$ cat src/rtl/csa_mult_seq.sv
// Iterative unsigned multiply-accumulate: STEP partial products per cycle into carry-save sum/carry,
// then one carry-propagate add. Result valid N+1 edges after accept; holds in DONE until out_ready.
module csa_mult_seq #(
  parameter int WIDTH = 8,
  parameter int STEP  = 1
) (
  input  logic                 clk,
  input  logic                 rst,
  input  logic                 in_valid,
  output logic                 in_ready,
  input  logic [WIDTH-1:0]     in_a,
  input  logic [WIDTH-1:0]     in_b,
  input  logic                 in_acc,
  output logic                 out_valid,
  input  logic                 out_ready,
  output logic [2*WIDTH-1:0]   out_p,
  output logic                 busy
);

  localparam int N  = WIDTH / STEP;
  localparam int PW = 2 * WIDTH;
  localparam int CW = $clog2(N) + 1;
  localparam logic [CW-1:0] LAST = CW'(N - 1);

  localparam logic [1:0] IDLE    = 2'd0;
  localparam logic [1:0] ACCUM   = 2'd1;
  localparam logic [1:0] RESOLVE = 2'd2;
  localparam logic [1:0] DONE    = 2'd3;

  logic [1:0]       state;
  logic [PW-1:0]    sum_q, carry_q, mcand_q, res_q;
  logic [WIDTH-1:0] mplier_q;
  logic [CW-1:0]    cnt_q;

  logic [PW-1:0]    csa_sum, csa_carry, pp, tsum, maj;

  // Chain of 3:2 compressors, one per partial product; carries past bit PW-1 fall off the shift.
  always_comb begin
    csa_sum   = sum_q;
    csa_carry = carry_q;
    pp        = '0;
    tsum      = '0;
    maj       = '0;
    for (int k = 0; k < STEP; k++) begin
      pp        = mplier_q[k] ? (mcand_q << k) : '0;
      tsum      = csa_sum ^ csa_carry ^ pp;
      maj       = (csa_sum & csa_carry) | (csa_sum & pp) | (csa_carry & pp);
      csa_sum   = tsum;
      csa_carry = maj << 1;
    end
  end

  always_ff @(posedge clk) begin
    if (rst) begin
      state    <= IDLE;
      sum_q    <= '0;
      carry_q  <= '0;
      mcand_q  <= '0;
      mplier_q <= '0;
      cnt_q    <= '0;
      res_q    <= '0;
    end else begin
      case (state)
        IDLE: begin
          if (in_valid) begin
            mcand_q  <= PW'(in_a);
            mplier_q <= in_b;
            sum_q    <= in_acc ? res_q : '0;
            carry_q  <= '0;
            cnt_q    <= '0;
            state    <= ACCUM;
          end
        end
        ACCUM: begin
          sum_q    <= csa_sum;
          carry_q  <= csa_carry;
          mcand_q  <= mcand_q << STEP;
          mplier_q <= mplier_q >> STEP;
          cnt_q    <= cnt_q + CW'(1);
          if (cnt_q == LAST) state <= RESOLVE;
        end
        RESOLVE: begin
          res_q <= sum_q + carry_q;
          state <= DONE;
        end
        DONE: begin
          if (out_ready) state <= IDLE;
        end
        default: state <= IDLE;
      endcase
    end
  end

  // The result register doubles as the output, so out_p only moves in RESOLVE.
  assign out_p     = res_q;
  assign out_valid = (state == DONE);
  assign in_ready  = (state == IDLE);
  assign busy      = (state == ACCUM) || (state == RESOLVE);

endmodule

$ cat config.mk
export PLATFORM = sky130hd
export DESIGN_NAME = csa_mult_seq
export DESIGN_NICKNAME = d
export VERILOG_FILES = /design/src/rtl/csa_mult_seq.sv
export SDC_FILE = /design/constraint.sdc
export NUM_CORES = 1
export LEC_CHECK = 0
export CORE_UTILIZATION = 62
export DETAILED_ROUTE_END_ITERATION = 7
export PLACE_DENSITY_LB_ADDON = 0.05
export SYNTH_ARGS = -nofsm -noshare
export SYNTH_HDL_FRONTEND = slang
export SYNTH_SLANG_ARGS = --single-unit
export TNS_END_PERCENT = 100
$ cat constraint.sdc
create_clock -name clk -period 3.4 [get_ports clk]
set_clock_uncertainty 0.1 [all_clocks]
set_input_delay 0.68 -clock clk [delete_from_list [all_inputs] [get_ports clk]]
set_output_delay 0.68 -clock clk [all_outputs]
set_load 0.03 [all_outputs]
# Yosys cells after proc, flatten, opt, wreduce, memory -nomap -nowiden
# Cells that the tools add are included.
# op_classes
shifts,0
order_cmp,0
muxes,16
reduce_logical,5
n_div,0
mul,0
add_sub_neg,2
eq_ne,7
bitwise,7
# ops
cell,count
16-bit case mux with 2 select lines,3
16-bit 2-to-1 mux,5
15-bit AND,3
16-bit bitwise XOR,2
15-bit bitwise OR,2
16-bit adder,1
8-bit case mux with 2 select lines,1
8-bit 2-to-1 mux,1
2-bit case mux with 4 select lines,1
4-bit case mux with 2 select lines,1
2-bit 2-to-1 mux,3
"4-bit by 1-bit adder with 4-bit output, second input constant",1
"2-bit == test, second input constant",2
"4-bit by 3-bit == test with 1-bit output, second input constant",1
4-bit 2-to-1 mux,1
"2-bit != test, second input constant",2
3-bit AND reduction,1
"2-bit by 1-bit == test with 1-bit output, second input constant",1
2-bit logical NOT,1
"2-bit by 1-bit != test with 1-bit output, second input constant",1
2-bit AND reduction,1
2-bit nonzero test,1
1-bit logical OR,1
# totals
elab_cells,44
latch_bits,0
output_inout_bits,19
input_bits,21
mem_bits_ro,0
ff_bits,78
memories,0
ramBits,0

# Longest topological paths before layout
# Gate-level depths: netlist (run 1).
# logic_depth
depth_word,5
ltp_mapped,8
depth_no_buf,8

# Worst setup path before layout (run 1)
# No wires, ideal clock.
# synth_path
path_type,reg2reg
from,reg sum_q[1]
to,reg res_q[15] (netlist: out_p[15])
stages_incl_launch_ff,9
period_less_slack_ns,2.138
setup_ns,0.086
required_time_ns,3.214
path_buffers,0
path_slack_ns,1.262
arrival_ns,1.952
cell_sequence,dfxtp_1 ha_1 fa_1 a21oi_1 o211ai_1 a211oi_1 o31ai_1 xnor2_1 a211oi_1
# synth_between
elab_chain_len,1
# synth_rtl
item,line_no,text
from (decl),31,"logic [PW-1:0] sum_q, carry_q, mcand_q, res_q;"
from (signal assigned),68,sum_q <= in_acc ? res_q : '0;
from (signal assigned),75,sum_q <= csa_sum;
16-bit adder,83,res_q <= sum_q + carry_q;
to (signal assigned),83,
to (decl),31,
# Every way passes these cells.
# A chain may end at the register's enable or synchronous reset.

# Worst setup path after layout (run 1)
# layout_path
from,reg state[0]
to,out busy
# layout_between
elab_chain_len,2
elab_cells_between_ends,3
# layout_rtl
item,line_no,text
from (decl),30,logic [1:0] state;
from (signal assigned),55,state <= IDLE;
from (signal assigned),71,state <= ACCUM;
from (signal assigned),80,if (cnt_q == LAST) state <= RESOLVE;
2-bit by 1-bit == test with 1-bit output / 2-bit == test (equally long branches),98,assign busy = (state == ACCUM) || (state == RESOLVE);
1-bit logical OR *,98,
to (decl),17,output logic busy
# Every way passes the cells marked *; elsewhere a longest branch is shown, timed or not.

==> impl_results.md, run 1 <==
- Synth Area in Simple Gates: 19.2%
- Clk slew on worst S/H paths: 0.08 ns
- Worst-Skew Late Latency: 0.34 ns
- Crit-path max FO: 4
- WP depth: 3
- Cell Area, Synth: 0.00418 mm²
- GP Congestion: 0.898
- Clock buffer depth: 2
- Critical Path End Type: output pin
- Pwr/cell area: 830 mW/mm²
- TritonCTS clock tree: built
- Initial antenna violation count: 0
- PostCTS Resize Cnt: 0
- Peak Freq: 388 MHz
- Die footprint: 0.00707 mm²
- Slew Limit Headroom: 36.8%
- Final hold violations: 0
- Mapped Cells: 482
- Final setup viols: 0
- # diodes: 0
- CTS H-Tree Depth: 3
- Compound-gate portion of the synthesized area: 19.5%
- Row count: 29
- Setup crit start kind: register
- Violated checks: design-rule violations
- Gr ovfl total: 0
- DR pass1 iterations: 6
- Critical-path cell list: inv_1, ha_1, clkdlybuf4s50_1
- HPWL after DPL: 6530 µm
- Fin crit share: 75.7%
- Number of synthesized flops with an enable pin: 0
- Syn Nets: 538
- Root Driver: clkbuf_8
- Main combinational cell family by area after synthesis: compound AO/OA/AOI/OAI gates
- GR Util All Layers: 27.9%
- Placed Cells: 571
- Worst setup path startpoint: state[0]
- TNS Setup: 0 ns
- DRC viols: 4
- Reg2Reg Setup Slack: 0.95 ns
- Nets: 561
- I/O pin count: 40
- FF-to-FF path depth: 8
- Share of cells above drive strength 1: 6.08%
- # fillers: 499
- Worst hold path type: reg -> reg
- CTS Buf Count: 9
- WL/cell: 16.0 µm
- Area grow syn2layout: 14.7%
- DIE HEIGHT: 84.1 µm
- Post-Synthesis Mean Instance Area: 8.67 µm²
- Total wire length: 9410 µm
- Primary FF master, synth: dfxtp_1
- Seq/Total Area, Yosys: 36.9%
- Clock Sink Count: 77
- #FFs+latches synth: 77
- Largest cells by area after synthesis: dfxtp_1 37%, nor2_1 8.7%, fa_1 7.2%
- Synth async-reset ratio: 0%
- Antenna Violating Nets Remaining: 0
- Unique masters post-synth: 46
- Final hold slack: 0.403 ns
- Port buffer count: 39
- Fin crit period: 2.58 ns
- Synth Area in Adders: 13.2%
- Top cell type's share of synthesized area: 36.9%
- Synth top cells by count: 97 x nor2_1, 77 x dfxtp_1, 39 x a211oi_1
- Outcome: finished with violations
- Critical path destination: busy
- YS warnings: 0
- Pre-CTS setup slack: 0.794 ns
- Worst vdd ir: 1200 µV
- Leakage power: 1.91 nW
- Via count: 3555
- Max-cap viol count: 0
- Synth area leader: dfxtp_1
- CP arrival: 1.80 ns
- Vias per std cell: 6.06
- Postcts setup bufs: 0
- Multiplexer share of the synthesized area: 5.51%
- Initial DRC count: 240
- Most frequent cell after synthesis: nor2_1
- Largest net degree at the start of global routing: 53
- Slew @ Worst Pin: 0.948 ns
- Final Max Slew Viols: 0
- Crit path setup slack, layout: 0.825 ns
- Die W: 84.1 µm
- Reg area: 0.00154 mm²
- Crit path buf inv count: 2
- Crit-path max cell delay: 0.67 ns
- XOR/XNOR Fraction of Synth Area: 1.68%
- Area occupied by multi-input gates: 0.00247 mm²
- Vias in the first global route: 3326
- Post-Layout Cell Count: 587
- Worst R2R Start: sum_q[1]
- CTS Hold Bufs: 0
- RSZ-0062 raised after global routing: no
- Crit path kind: reg -> out
- CP required: 2.62 ns
- Reg-to-reg endpoint: out_p[15]
- Core ar.: 0.00642 mm²
- Starting Density: 65.1%
- First-pass GRT wire length: 15800 µm
- Critical-path top delay cell: clkdlybuf4s50_1
- Largest delay share family, worst path: buffers and inverters
- Final core utilization: 74.6%
-- layer usage --
layer	routed length (µm)	up-vias	GRT usage, %	share of wire, %
met5	0	-	0	0
met4	312	0	14.3	3.3
met3	379	29	3.96	4.0
met2	4300	101	44.6	46
met1	4420	1676	37.0	47
li1	-	1749	-	-
-- kinds of logic after synthesis --
kind of cell             Yosys count
buffers and inverters             42
AND/OR/NAND/NOR                  184
adder cells (fa/ha/maj)           35
AO/OA/AOI/OAI                    113
XOR/XNOR                           8
flip-flops                        77
multiplexers                      23
-- layout by cell type (no fill, tap or decap), drive strengths merged, types with 16 or more instances in the layout --
cell type      count
nand2             32
and2              16
dfxtp             77
clkdlybuf4s50     38
nor3              18
a22oi             28
mux2i             23
ha                20
a211oi            39
nor2              97
-- layout make-up --
class	instances	area share (%)
Clock buffer	13	3.52
Clock inverter	3	0.887
Inverter	7	0.548
Multi-Input combinational cell	363	51.6
Sequential cell	77	32.2
Tap cell	77	2.01
Timing Repair Buffer	47	9.29
-- flip-flops by register name, summed over array words and instances (netlist names) --
signal    count
state         2
carry_q      15
cnt_q         4
sum_q        16
mplier_q      8
out_p        16
mcand_q      16
-- through the flow --
stage / power [mW] / area [µm²]
after floorplan: 2.77 / 4180
after global placement: 3.18 / 4580
after detailed placement: 3.25 / 4580
after CTS: 3.97 / 4790
after global routing: 4.26 / 4790
final: 3.98 / 4790
-- how the worst min path moves through the flow --
stage          cells after the start        start          end  slack (ns)
3_3_place_gp                       2     out_p[6]     out_p[6]        0.36
6_report                           2  mplier_q[6]  mplier_q[6]        0.40
5_1_grt                            2  mplier_q[6]  mplier_q[6]        0.42
3_5_place_dp                       2  mplier_q[6]  mplier_q[6]        0.39
4_1_cts                            2  mplier_q[6]  mplier_q[6]        0.40
2_1_floorplan                      2  mplier_q[7]  mplier_q[7]        0.38
-- power by group --
part | internal [mW] | switching (mW)
clock | 0.399 | 0.331
combinational | 0.713 | 1.19
sequential | 1.13 | 0.218
total | 2.24 | 1.74
-- worst min-delay path, stage by stage, from the launching register on --
cell and delay (ns):
dfxtp_1 0.31, nor2_1 0.09, a211oi_1 0.05
Power figures use the tool's default switching activity.
==> inputs of run 2 (changes only) <==
- CORE_UTILIZATION: 62 -> 52
- clock period: 3.4 -> 2.3 ns (I/O delays scaled with it)
==> impl_results.md, run 2 (synthesis gave the netlist of run 1 again) <==
- CTS Buf Count: 9
- Clk slew on worst S/H paths: 0.08 ns
- Via count: 3575
- Core ar.: 0.00777 mm²
- DRC viols: 0
- GP Congestion: 0.909
- Root Driver: clkbuf_8
- Crit-path max FO: 3
- Final setup viols: 0
- Fin crit share: 94.8%
- First-pass GRT wire length: 16800 µm
- Max-cap viol count: 0
- Crit path buf inv count: 0
- Leakage power: 1.95 nW
- Post-Layout Cell Count: 621
- Fin area: 0.00490 mm²
- DIE HEIGHT: 91.7 µm
- Vias in the first global route: 3386
- Combinational group share of total power: 50.6%
- WL/cell: 15.6 µm
- # diodes: 0
- FF-to-FF path depth: 8
- Starting Density: 53.8%
- Worst R2R Start: sum_q[1]
- CTS H-Tree Depth: 3
- Worst Min Path Start: rst
- Worst hold path type: in -> reg
- TritonCTS clock tree: built
- Largest delay share family, worst path: compound AO/OA/AOI/OAI gates
- Initial DRC count: 166
- Clock share of power: 15.5%
- Reg-to-reg endpoint: out_p[15]
- Slew Limit Headroom: 67.5%
- CP required: 2.46 ns
- Clock Sink Count: 77
- Final hold violations: 0
- Outcome: finished, final reports clean
- Placed Instance Area: 0.00471 mm²
- Die footprint: 0.00840 mm²
- Total wire length: 9680 µm
- Port buffer count: 39
- Antenna Violating Nets Remaining: 0
- Leading cell type in the layout, fill and taps excluded: nor2_1
- Pint: 3.23 mW
- Reg2Reg Setup Slack: 0.12 ns
- Most frequent cells in the layout: 97 x nor2_1, 77 x dfxtp_1, 36 x a211oi_1, 36 x clkdlybuf4s50_1, 32 x nand2_1
- Crit path kind: reg -> reg
- P_sw: 2.61 mW
- Worst-Skew Late Latency: 0.33 ns
- Slew @ Worst Pin: 0.487 ns
- RSZ-0062 raised after global routing: no
- Gr ovfl total: 0
- Nets: 571
- GR Util All Layers: 25.1%
- Largest net degree at the start of global routing: 46
- Vias per std cell: 5.76
- Initial antenna violation count: 0
- Peak Freq: 459 MHz
- Clock buffer depth: 2
- Crit-path max cell delay: 0.36 ns
- CP arrival: 2.33 ns
- Die W: 91.7 µm
- DR pass1 iterations: 4
- HPWL after DPL: 6690 µm
- Switching share of power: 44.7%
- Pwr/cell area: 1190 mW/mm²
- Setup crit start kind: register
- Hold worst-path end: out_p[12]
- Final core utilization: 63.1%
- Fin crit period: 2.18 ns
- Worst vdd ir: 1440 µV
- Critical-path top delay cell: fa_2
- I/O pin count: 40
- Area grow syn2layout: 17.3%
- Final Max Slew Viols: 0
- Sequential share of power: 34.0%
- Row count: 32
- Critical Path End Type: register
- Critical-path cell list: ha_1, fa_2, a21oi_2, o211ai_1, a211oi_2, o31ai_1, xnor2_1, a211oi_1
- Share of cells above drive strength 1: 8.86%
- Worst hold stages: 2
- Placed Cells: 606
==> run 2: cell count changes in the layout (fill, tap and decap cells not counted), sizes merged <==
cell	change
clkbuf	-2
bufinv	-1
clkinv	+1
buf	+10
clkdlybuf4s50	-2
dlygate4sd2	+2
clkinvlp	+1
==> run 2: layout make-up <==
class	instances	area (µm²)
well taps	102	128
multi-input cells	363	2500
inverters	7	26.3
repair buffers	57	543
clock buffers	11	141
clock inverters	4	25.0
fillers	675	2860
flip-flops and latches	77	1540
==> run 2: through the flow <==
stage	TNS [ns]	worst slack (ns)	total power, mW	hold slack [ns]
floorplan	0	0.162	4.10	0.377
global placement	0	0.0887	4.90	0.365
detailed placement	-0.00277	-0.00277	4.96	0.375
CTS	0	0.0672	5.84	0.335
global route	0	0.0106	6.34	0.336
finish	0	0.120	5.84	0.341
==> run 2: worst reg2reg max path, stage by stage, from the launching register on <==
cell and delay, ns:
dfxtp_1 0.32, ha_1 0.23, fa_2 0.36, a21oi_2 0.15, o211ai_1 0.13, a211oi_2 0.33, o31ai_1 0.12, xnor2_1 0.13
a211oi_1 0.22
==> run 2: how the worst max path moves through the flow <==
stage               startpoint         to  cells after the start  slack [ns]
finish                sum_q[1]  out_p[15]                      8        0.12
CTS                   sum_q[1]  out_p[13]                      9        0.07
global placement      sum_q[1]  out_p[15]                      8        0.09
global route          sum_q[1]  out_p[15]                      8        0.01
detailed placement    sum_q[1]  out_p[15]                      8      -0.003
floorplan             sum_q[1]  out_p[15]                      8        0.16
==> run 2: metal layers <==
layer,vias to the layer above,track usage (%),routed length [µm]
li1,1768,-,-
met1,1703,37.2,4780
met2,96,38.1,4350
met3,8,3.32,469
met4,0,7.14,76
met5,-,0,0
==> run 2: power by group through the flow <==
stage,clock [mW],sequential (mW),combinational [mW]
2_1_floorplan,0,2.02,2.08
3_3_place_gp,0,1.99,2.91
3_5_place_dp,0,2.01,2.95
4_1_cts,0.924,1.99,2.93
5_1_grt,0.989,2.05,3.30
6_report,0.904,1.98,2.95
==> run 2: what timing repair did <==
action | in CTS | in global routing
buffers inserted | 0 | 0
gates resized for setup | 3 | 5
endpoints found under the setup margin | 3 | 4
pin swaps | 0 | 2
hold buffers | 0 | 0
==> inputs of run 3 (changes only) <==
- ABC_AREA: default -> 1
- CELL_PAD_IN_SITES_DETAIL_PLACEMENT: default -> 1
- CELL_PAD_IN_SITES_GLOBAL_PLACEMENT: default -> 1
- CORE_UTILIZATION: 52 -> 38
==> impl_results.md, run 3 <==
- Crit-path max FO: 4
- Initial DRC count: 132
- CP arrival: 1.59 ns
- Starting Density: 39.5%
- Total wire length: 12100 µm
- Final hold violations: 0
- YS warnings: 0
- Clk slew on worst S/H paths: 0.06 ns
- Cell Area, Synth: 0.00457 mm²
- FF-to-FF path depth: 9
- Top cell type's share of synthesized area: 33.8%
- Worst setup path startpoint: state[1]
- Largest net degree at the start of global routing: 57
- Synth top cells by count: 164 x nand2_1, 77 x dfxtp_1, 77 x inv_1
- # fillers: 1492
- Slew Limit Headroom: 50.0%
- Violated checks: design-rule violations
- TritonCTS clock tree: built
- Worst Min Path Start: mplier_q[1]
- DIE HEIGHT: 112 µm
- # diodes: 0
- Sequential share of power: 34.0%
- Crit-path max cell delay: 0.67 ns
- HPWL after DPL: 8940 µm
- TNS Setup: 0 ns
- Clock share of power: 22.1%
- First-pass GRT wire length: 21100 µm
- Leakage power: 2.45 nW
- Pint: 3.41 mW
- CTS H-Tree Depth: 3
- PostCTS Resize Cnt: 2
- Final Max Slew Viols: 0
- Antenna Violating Nets Remaining: 0
- CP required: 1.74 ns
- Worst-Skew Late Latency: 0.34 ns
- GR Util All Layers: 21.3%
- GRT busiest layer: met2
- Unique masters post-synth: 28
- Reg2Reg Setup Slack: 0.31 ns
- Nets: 715
- Vias per std cell: 5.09
- I/O pin count: 40
- Seq/Total Area, Yosys: 33.8%
- Met2 Use GR: 35.7%
- Synth async-reset ratio: 0%
- Clock buffer depth: 2
- Largest cells by area after synthesis: dfxtp_1 34%, nand2_1 13%, nand3_1 6.7%
- P_sw: 2.69 mW
- Fin crit period: 2.15 ns
- Slew @ Worst Pin: 0.750 ns
- Area occupied by multi-input gates: 0.00252 mm²
- GP Congestion: 0.769
- Initial antenna violation count: 0
- Core ar.: 0.0116 mm²
- Most frequent cells in the layout: 164 x nand2_1, 77 x inv_1, 77 x dfxtp_1, 61 x nand3_1, 61 x nor2_1
- Number of synthesized flops with an enable pin: 0
- Max-cap viol count: 0
- Post-Synthesis Mean Instance Area: 7.22 µm²
- Reg-to-reg endpoint: out_p[9]
- Worst hold path type: reg -> reg
- Critical Path End Type: output pin
- Postcts setup bufs: 0
- Root Driver: clkbuf_16
- Leading cell type in the layout, fill and taps excluded: nand2_1
- Met3 Usage GRT: 4.41%
- Vias in the first global route: 4309
- Critical path destination: out_valid
- Synth area leader: dfxtp_1
- Final setup viols: 0
- Port buffer count: 39
- DRC viols: 2
- RSZ-0062 raised after global routing: no
- Critical-path cell list: ha_1, clkdlybuf4s50_1
- Combinational group share of total power: 44.0%
- WL/cell: 15.0 µm
- Crit path kind: reg -> out
- CTS Buf Count: 9
- Share of cells above drive strength 1: 7.38%
- Most frequent cell after synthesis: nand2_1
- Via count: 4104
- Die W: 112 µm
- Critical-path top delay cell: clkdlybuf4s50_1
- Gr ovfl total: 0
- Syn Nets: 688
- Switching share of power: 44.1%
- Clock Sink Count: 77
- GRT met1 Usage: 28.3%
- Mapped Cells: 632
- Die footprint: 0.0125 mm²
- Area grow syn2layout: 16.2%
- Peak Freq: 465 MHz
- #FFs+latches synth: 77
- Worst R2R Start: sum_q[1]
- Outcome: finished with violations
- Reg area: 0.00154 mm²
- Fin crit share: 93.6%
- Row count: 39
- Primary FF master, synth: dfxtp_1
- DR pass1 iterations: 6
- Pwr/cell area: 1150 mW/mm²
- Setup crit start kind: register
- CTS Hold Bufs: 0
- Final hold slack: 0.375 ns
- Worst vdd ir: 595 µV
run 3: worst min-delay path by stage:
stage / end / slack [ns] / cells after the start
finish: mplier_q[0] / 0.38 / 2
floorplan: mcand_q[15] / 0.34 / 2
detailed placement: mplier_q[0] / 0.37 / 2
CTS: mplier_q[0] / 0.37 / 2
global route: mplier_q[7] / 0.39 / 2
global placement: mcand_q[15] / 0.35 / 2
run 3: layout make-up:
| type | instances | area share [%] |
|---|---|---|
| Tap cell | 143 | 3.37 |
| Clock inverter | 5 | 0.660 |
| Sequential cell | 77 | 29.0 |
| Clock buffer | 11 | 4.57 |
| Timing Repair Buffer | 52 | 9.29 |
| Inverter | 79 | 5.59 |
| Multi-Input combinational cell | 440 | 47.5 |
run 3: power by group through the flow:
stage	clock (mW)	sequential (mW)	combinational (mW)
2_1_floorplan	0	2.15	1.93
3_3_place_gp	0	2.10	2.64
3_5_place_dp	0	2.11	2.72
4_1_cts	1.39	2.08	2.71
5_1_grt	1.44	2.15	2.99
6_report	1.35	2.07	2.68
run 3: per-stage QoR:
stage | power [mW] | instances | instance area, µm² | util [%] | setup WS, ns
after floorplan | 4.07 | 632 | 4570 | - | 0.512
after global placement | 4.74 | 791 | 5030 | 43.5 | 0.207
after detailed placement | 4.83 | 791 | 5030 | 43.5 | 0.134
after CTS | 6.18 | 807 | 5310 | 45.9 | 0.136
after global routing | 6.58 | 807 | 5310 | 45.9 | 0.0675
final | 6.10 | 807 | 5310 | 45.9 | 0.147
run 3: kinds of logic after synthesis:
| logic type | after synthesis | share of synthesized area (%) |
|---|---|---|
| AND/OR/NAND/NOR | 296 | 26.6 |
| buffers and inverters | 115 | 11.1 |
| AO/OA/AOI/OAI | 100 | 14.8 |
| flip-flops | 77 | 33.8 |
| adder cells (fa/ha/maj) | 35 | 12.1 |
| XOR/XNOR | 9 | 1.73 |
run 3: metal layers:
metal | routed length [µm] | share of wire [%]
met2 | 5580 | 46
met5 | 0 | 0
met4 | 109 | 0.90
met1 | 6120 | 50
met3 | 316 | 2.6
run 3: worst max-delay path: cells and delay by family (launching register included):
family | cells | cell delay, ns
buffers and inverters | 1 | 0.67
flip-flops | 1 | 0.39
adder cells (fa/ha/maj) | 1 | 0.19
